File: src/rtl/sccb_cfg_seq.sv
// -----------------------------------------------------------------------------
// sccb_cfg_seq
//   Walks a register-table ROM from index 0 and writes each {reg_addr, reg_data}
//   entry to an SCCB (camera control bus) slave with device write ID 8'h42.
//   An entry of 16'hFFFF ends the table. After index 255 the pass ends
//   regardless of content. Each SCCB bit is four clk_200k cycles (q0..q3).
//
// Ports
//   clk_200k  in   system clock, all state on rising edge
//   rst_n     in   asynchronous active-low reset
//   start     in   one-cycle pulse, accepted only in IDLE or DONE
//   rom_addr  out  [7:0]  index into the register-table ROM
//   rom_data  in   [15:0] {reg_addr, reg_data}, registered ROM (1-cycle latency)
//   sio_c     out  SCCB clock
//   sio_d     out  SCCB data value
//   sio_d_oe  out  1 = drive sio_d, 0 = release the pad
//   busy      out  pass in progress
//   done      out  pass finished, held until the next accepted start
//
// Build option
//   SCCB_RESET_DELAY_EN : when defined, a write of reg 8'h12 with data bit 7 set
//   (sensor soft reset) is followed by a 200-cycle (1 ms) wait before the gap.
// -----------------------------------------------------------------------------
module sccb_cfg_seq (
   input  logic        clk_200k,
   input  logic        rst_n,
   input  logic        start,
   output logic [7:0]  rom_addr,
   input  logic [15:0] rom_data,
   output logic        sio_c,
   output logic        sio_d,
   output logic        sio_d_oe,
   output logic        busy,
   output logic        done
);

   typedef enum logic [3:0] {
      S_IDLE, S_FETCH, S_CHECK, S_START, S_SHIFT, S_STOP, S_GAP, S_RWAIT, S_DONE
   } state_t;

   localparam logic [15:0] END_MARK   = 16'hFFFF;
   localparam logic [7:0]  SCCB_WR_ID = 8'h42;
   localparam logic [7:0]  FETCH_LAST = 8'd1;
   localparam logic [7:0]  QTR_LAST   = 8'd3;
   localparam logic [7:0]  GAP_LAST   = 8'd7;
   localparam logic [7:0]  RWAIT_LAST = 8'd199;
   localparam logic [4:0]  BIT_LAST   = 5'd26;

   state_t      state_q,    state_d;
   logic [7:0]  rom_addr_q, rom_addr_d;
   logic [7:0]  cnt_q,      cnt_d;      // quarter / fetch / gap / wait counter
   logic [4:0]  bit_q,      bit_d;      // frame bit index, 0 = first (MSB)
   logic [26:0] frame_q,    frame_d;    // shifts left, bit 26 is on the wire
   logic        dc_bit;
`ifdef SCCB_RESET_DELAY_EN
   logic        rst_wr_q,   rst_wr_d;   // current write is a sensor soft reset
`endif

   // Don't-care (ACK slot) bits: 9th, 18th and 27th of the frame.
   assign dc_bit = (bit_q == 5'd8) || (bit_q == 5'd17) || (bit_q == BIT_LAST);

   // NOTE: sequential state uses non-blocking assignments so every flop samples
   // the pre-edge value of its inputs, independent of statement order.
   always_ff @(posedge clk_200k or negedge rst_n) begin
      if (!rst_n) begin
         state_q    <= S_IDLE;
         rom_addr_q <= 8'd0;
         cnt_q      <= 8'd0;
         bit_q      <= 5'd0;
         frame_q    <= 27'd0;
`ifdef SCCB_RESET_DELAY_EN
         rst_wr_q   <= 1'b0;
`endif
      end else begin
         state_q    <= state_d;
         rom_addr_q <= rom_addr_d;
         cnt_q      <= cnt_d;
         bit_q      <= bit_d;
         frame_q    <= frame_d;
`ifdef SCCB_RESET_DELAY_EN
         rst_wr_q   <= rst_wr_d;
`endif
      end
   end

   // NOTE: every signal written here gets a hold default first; a path that
   // leaves one unassigned would infer a latch.
   always_comb begin
      state_d    = state_q;
      rom_addr_d = rom_addr_q;
      cnt_d      = cnt_q;
      bit_d      = bit_q;
      frame_d    = frame_q;
`ifdef SCCB_RESET_DELAY_EN
      rst_wr_d   = rst_wr_q;
`endif
      case (state_q)
         S_IDLE, S_DONE: begin
            if (start) begin
               rom_addr_d = 8'd0;
               cnt_d      = 8'd0;
               state_d    = S_FETCH;
            end
         end
         // Two cycles cover the registered ROM latency with rom_addr held.
         S_FETCH: begin
            if (cnt_q == FETCH_LAST) begin
               cnt_d   = 8'd0;
               state_d = S_CHECK;
            end else begin
               cnt_d = cnt_q + 8'd1;
            end
         end
         S_CHECK: begin
            if (rom_data == END_MARK) begin
               state_d = S_DONE;
            end else begin
               frame_d = {SCCB_WR_ID, 1'b0, rom_data[15:8], 1'b0, rom_data[7:0], 1'b0};
               cnt_d   = 8'd0;
               bit_d   = 5'd0;
               state_d = S_START;
`ifdef SCCB_RESET_DELAY_EN
               rst_wr_d = (rom_data[15:8] == 8'h12) && rom_data[7];
`endif
            end
         end
         S_START: begin
            if (cnt_q == QTR_LAST) begin
               cnt_d   = 8'd0;
               state_d = S_SHIFT;
            end else begin
               cnt_d = cnt_q + 8'd1;
            end
         end
         S_SHIFT: begin
            if (cnt_q == QTR_LAST) begin
               cnt_d   = 8'd0;
               frame_d = {frame_q[25:0], 1'b0};
               if (bit_q == BIT_LAST) begin
                  bit_d   = 5'd0;
                  state_d = S_STOP;
               end else begin
                  bit_d = bit_q + 5'd1;
               end
            end else begin
               cnt_d = cnt_q + 8'd1;
            end
         end
         S_STOP: begin
            if (cnt_q == QTR_LAST) begin
               cnt_d   = 8'd0;
               state_d = S_GAP;
`ifdef SCCB_RESET_DELAY_EN
               if (rst_wr_q) state_d = S_RWAIT;
`endif
            end else begin
               cnt_d = cnt_q + 8'd1;
            end
         end
         S_RWAIT: begin
            if (cnt_q == RWAIT_LAST) begin
               cnt_d   = 8'd0;
               state_d = S_GAP;
            end else begin
               cnt_d = cnt_q + 8'd1;
            end
         end
         // The last table slot ends the pass instead of wrapping rom_addr.
         S_GAP: begin
            if (cnt_q == GAP_LAST) begin
               cnt_d = 8'd0;
               if (rom_addr_q == 8'hFF) begin
                  state_d = S_DONE;
               end else begin
                  rom_addr_d = rom_addr_q + 8'd1;
                  state_d    = S_FETCH;
               end
            end else begin
               cnt_d = cnt_q + 8'd1;
            end
         end
         default: state_d = S_IDLE;
      endcase
   end

   // Bus outputs are decoded from registered state; idle bus is all ones.
   always_comb begin
      sio_c    = 1'b1;
      sio_d    = 1'b1;
      sio_d_oe = 1'b1;
      case (state_q)
         S_START: sio_d = (cnt_q < 8'd2);
         S_SHIFT: begin
            sio_c    = cnt_q[1];
            sio_d    = dc_bit ? 1'b0 : frame_q[26];
            sio_d_oe = ~dc_bit;
         end
         S_STOP: begin
            sio_c = (cnt_q != 8'd0);
            sio_d = (cnt_q >= 8'd2);
         end
         default: ;
      endcase
   end

   assign rom_addr = rom_addr_q;
   assign busy     = (state_q != S_IDLE) && (state_q != S_DONE);
   assign done     = (state_q == S_DONE);

endmodule

File: config.mk
export PLATFORM = sky130hd
export DESIGN_NAME = sccb_cfg_seq
export DESIGN_NICKNAME = d
export VERILOG_FILES = /design/src/rtl/sccb_cfg_seq.sv
export SDC_FILE = /design/constraint.sdc
export NUM_CORES = 1
export LEC_CHECK = 0
export ABC_CLOCK_PERIOD_IN_PS = 3300
export BUFFER_PORTS_ARGS = -buffer_cell sky130_fd_sc_hd__buf_4
export CORE_ASPECT_RATIO = 1.1
export CORE_MARGIN = 3
export CORE_UTILIZATION = 30
export CTS_CLUSTER_SIZE = 10
export DETAILED_ROUTE_END_ITERATION = 6
export GPL_ROUTABILITY_DRIVEN = 0
export GPL_TIMING_DRIVEN = 0
export HOLD_SLACK_MARGIN = 0.06
export PLACE_DENSITY = 0.45
export SLEW_MARGIN = 20
export SYNTH_ARGS = -nofsm -noshare
export SYNTH_HDL_FRONTEND = slang
export SYNTH_SLANG_ARGS = --single-unit
File: constraint.sdc
create_clock -name clk_200k -period 3.3 [get_ports clk_200k]
set_clock_uncertainty 0.1 [all_clocks]
set_input_delay 0.66 -clock clk_200k [delete_from_list [all_inputs] [get_ports clk_200k]]
set_output_delay 0.66 -clock clk_200k [all_outputs]
set_load 0.02 [all_outputs]
==> run_results.csv <==
group,metric,value,unit
yosys,muxShareOfSynthArea,7.24,%
route,finalWirelength,7200,um
power,power.switching,1.08,mW
die,die_area,0.0111,sq mm
sta,finalSetupViolations,0,
sta,hold_viol,0,
final_layout,num-fill-cells,1007,
global_routing,grt_max_degree,52,
critical_path,worstPathCellList,"or3_4, or2_1, buf_6, or4_1, nand3_1, nand3_1, buf_4",
power,power_density,749,mW/mm^2
flow_run,drv_cap,0,
critical_path,path_delay_family,"simple AND/OR/NAND/NOR gates",
clock_network,h-tree-depth,2,
yosys,synth_simple_gate_area_share,25.5,%
global_routing,grt_pass1_vias,2577,
route,dr.pass1.iters,4,
power,ir_drop,0.248,mV
sta,post-route-min-period,3.15,ns
critical_path,cp_data_arrival_time,2.39,ns
die,io_pins,32,
die,rows,37,
final_layout,syn2layout_area_growth,17.0,%
critical_path,worstSetupPathType,"flop to output pin",
clock_network,cts_made_buffers,5,
power,power_switching_share,41.5,%
final_layout,n_antenna_cell,0,
route,ant_nets,0,
critical_path,slowest_delay,0.46,ns
sta,fmax,0.317,GHz
route,initialDrtViolationCount,56,
yosys,ys.flop_type,"dfrtp_1",
final_layout,final_cells,485,
yosys,ys_async_sr_fraction,100,%
final_layout,drive_gt1_share,19.3,%
yosys,synth_edf_count,0,
die,core_area,0.00949,sq mm
route,vias,2462,
yosys,synth_area_leaders,"dfrtp_1 (43%), nand2_1 (7.1%), mux2i_1 (5.7%), o21ai_0 (4.5%), ha_1 (3.8%)",
sta,finalMaxSlewViolations,0,
yosys,yosys.cell_types.count,56,
clock_network,clockRootBuffer,"clkbuf_8",
global_routing,antenna_found_initial,0,
die,die_h,110,um
yosys,synth_top_family_by_area,"simple AND/OR/NAND/NOR gates",
power,p_leak,1.47,nW
power,p_seq_share,36.1,%
clock_network,clock_latency,0.31,ns
clock_network,clk_pin_slew_worst_paths,0.10,ns
sta,totalNegativeSetupSlack,0,ns
status,status,"completed",
power,p_int,1.52,mW
critical_path,critPathRequiredTime,2.54,ns
place,dp_cells,477,
yosys,syn_area_per_cell,9.04,sq um
global_routing,gr-usage-all-layers,13.5,%
power,combPwrFrac,45.7,%
critical_path,critPathMaxFanout,7,
yosys,synth-seq-cells,51,
route,drc_errors,0,
die,die_x,101,um
global_routing,grt-ovfl-total,0,
yosys,synthAdderAreaFrac,3.79,%
yosys,yosys_warnings,0,
clock_network,cts_tree,"built",
final_layout,nets,395,
worst_hold_path,min_path_type,"primary input to async pin",
yosys,seq_area_frac_synth,42.9,%
place,numPortBuffers,31,
yosys,netlist_instances,329,
critical_path,critPathCaptureType,"output pin",
clock_network,ctsHoldBuffers,0,
clock_network,cts_sinks,51,
global_routing,grt_pass1_wl,12300,um
critical_path,critPathSlowestCell,"dfrtp_2",
sta,rsz0062_at_grt,"no",
yosys,netlist_area,0.00297,sq mm
sta,worstMarginPinSlew,0.727,ns
final_layout,fin_area,0.00348,sq mm
route,routed_via_density,5.08,
yosys,yosys.area.top_type,"dfrtp_1",
yosys,synth_nets,357,
yosys,synth_xor_area_share,1.18,%
yosys,synth_compound_gate_area_share,15.2,%
yosys,synth_top_area_share,42.9,%
critical_path,critPathBufInv,2,
sta,finalCritPeriodShare,95.6,%
clock_network,clockBufferDepth,2,
power,power_frac_clock,18.2,%
place,place.detailed.hpwl,5230,um
die,start_util,31.3,%
route,wl_per_cell,14.8,um
sta,max_slew_margin,51.5,%
critical_path,startpoint_type,"flop",
critical_path,cp_common_cell,"nand3_1",
place,placedInstanceArea,0.00335,sq mm
## logic make-up after synthesis
kind of cell    Yosys count
fa+ha+maj                 9
xor+xnor                  4
simple gates            146
buf+inv                  28
compound gates           70
mux                      21
flops                    51
## registers in the layout (all words and copies together), names as in the netlist
signal	count
rom_addr	8
bit_q	5
frame_q	26
state_q	4
cnt_q	8
## power groups by stage
stage	Sequential (mW)	Combinational (mW)	Clock, mW
2_1_floorplan	0.918	0.890	0
4_1_cts	0.944	1.22	0.495
3_3_place_gp	0.953	1.20	0
6_report	0.942	1.19	0.475
3_5_place_dp	0.957	1.21	0
5_1_grt	0.970	1.36	0.519
## routing by layer
metal  share of wire, %  track usage [%]
met5                  0                0
met4               0.79             2.93
met3                3.4             2.59
met2                 50             23.9
met1                 46             16.8
## synth_stat cells (all sizes together) (2+ instances only)
master / instances
nand2: 57
dfrtp: 51
o21ai: 36
nand3: 22
mux2i: 17
nor2: 17
inv: 12
a21oi: 10
buf: 9
ha: 9
nor3: 8
clkbuf: 7
o211ai: 7
nand4: 5
mux2: 4
nand2b: 4
nor2b: 4
nor4: 4
nor4b: 4
or3: 4
xnor2: 4
and2: 3
and3: 3
nand3b: 3
o22ai: 3
o31ai: 3
a31oi: 2
o2bb2ai: 2
or2: 2
## worst paths after layout
| check | slack [ns] | cells past startpoint | to | from |
|---|---|---|---|---|
| max | 0.15 | 7 | sio_d | cnt_q[5] |
| min in group clk_200k | 0.38 | 2 | frame_q[9] | frame_q[9] |
| max in group asynchronous | 2.35 | 1 | cnt_q[6] | rst_n |
| max reg2reg | 0.97 | 6 | state_q[2] | cnt_q[1] |
| min reg2reg | 0.38 | 2 | frame_q[9] | frame_q[9] |
| min | 0.28 | 1 | bit_q[3] | rst_n |
## area by class of cell
class / instances / area, sq um / share of cell area (%)
plain buffers: 16 / 81.3 / 2.34
clock buffers: 6 / 82.6 / 2.37
clock inverters: 2 / 38.8 / 1.12
inverters: 12 / 45.0 / 1.30
multi-input cells: 250 / 1570 / 45.2
flip-flops and latches: 51 / 1280 / 36.8
well taps: 117 / 146 / 4.21
repair buffers: 31 / 233 / 6.69
## timing repair
action	4_1_cts	5_1_grt
resized for setup	0	4
setup buffers	0	0
hold endpoints to repair	0	0
endpoints found under the setup margin	0	2
## metrics by stage
stage	utilization (%)	hold slack, ns	total power [mW]	setup slack [ns]
3_3_place_gp	35.3	0.353	2.15	0.439
5_1_grt	36.6	0.334	2.85	0.000775
4_1_cts	36.6	0.308	2.66	0.0873
6_report	36.6	0.276	2.61	0.145
3_5_place_dp	35.3	0.356	2.17	0.436
2_1_floorplan	-	0.264	1.81	0.648
## placed cells by master, fill, tap and decap left out, types with 2 or more instances in the layout
master | synthesis | layout
nand4_1 | 5 | 5
nor3_1 | 7 | 7
o21ai_0 | 27 | 27
buf_2 | 7 | 7
clkbuf_8 | 0 | 6
o31ai_1 | 3 | 3
and2_1 | 2 | 2
buf_4 | 1 | 32
o211ai_1 | 6 | 6
and3_1 | 3 | 3
ha_1 | 9 | 9
a21oi_1 | 9 | 9
nor4b_1 | 2 | 2
a31oi_1 | 2 | 2
xnor2_1 | 4 | 4
mux2_2 | 4 | 4
or3_4 | 2 | 2
nand3_1 | 22 | 22
nor2b_1 | 4 | 4
nand3b_1 | 3 | 3
o21ai_1 | 8 | 8
or3_1 | 2 | 2
dfrtp_2 | 0 | 2
nor2_1 | 17 | 17
dfrtp_1 | 51 | 49
o22ai_1 | 3 | 3
nand2b_1 | 4 | 4
inv_1 | 12 | 12
clkbuf_1 | 7 | 6
nor4b_2 | 2 | 2
nand2_1 | 56 | 56
nor4_1 | 3 | 3
mux2i_1 | 17 | 17
(Power assumes the default switching activity.)
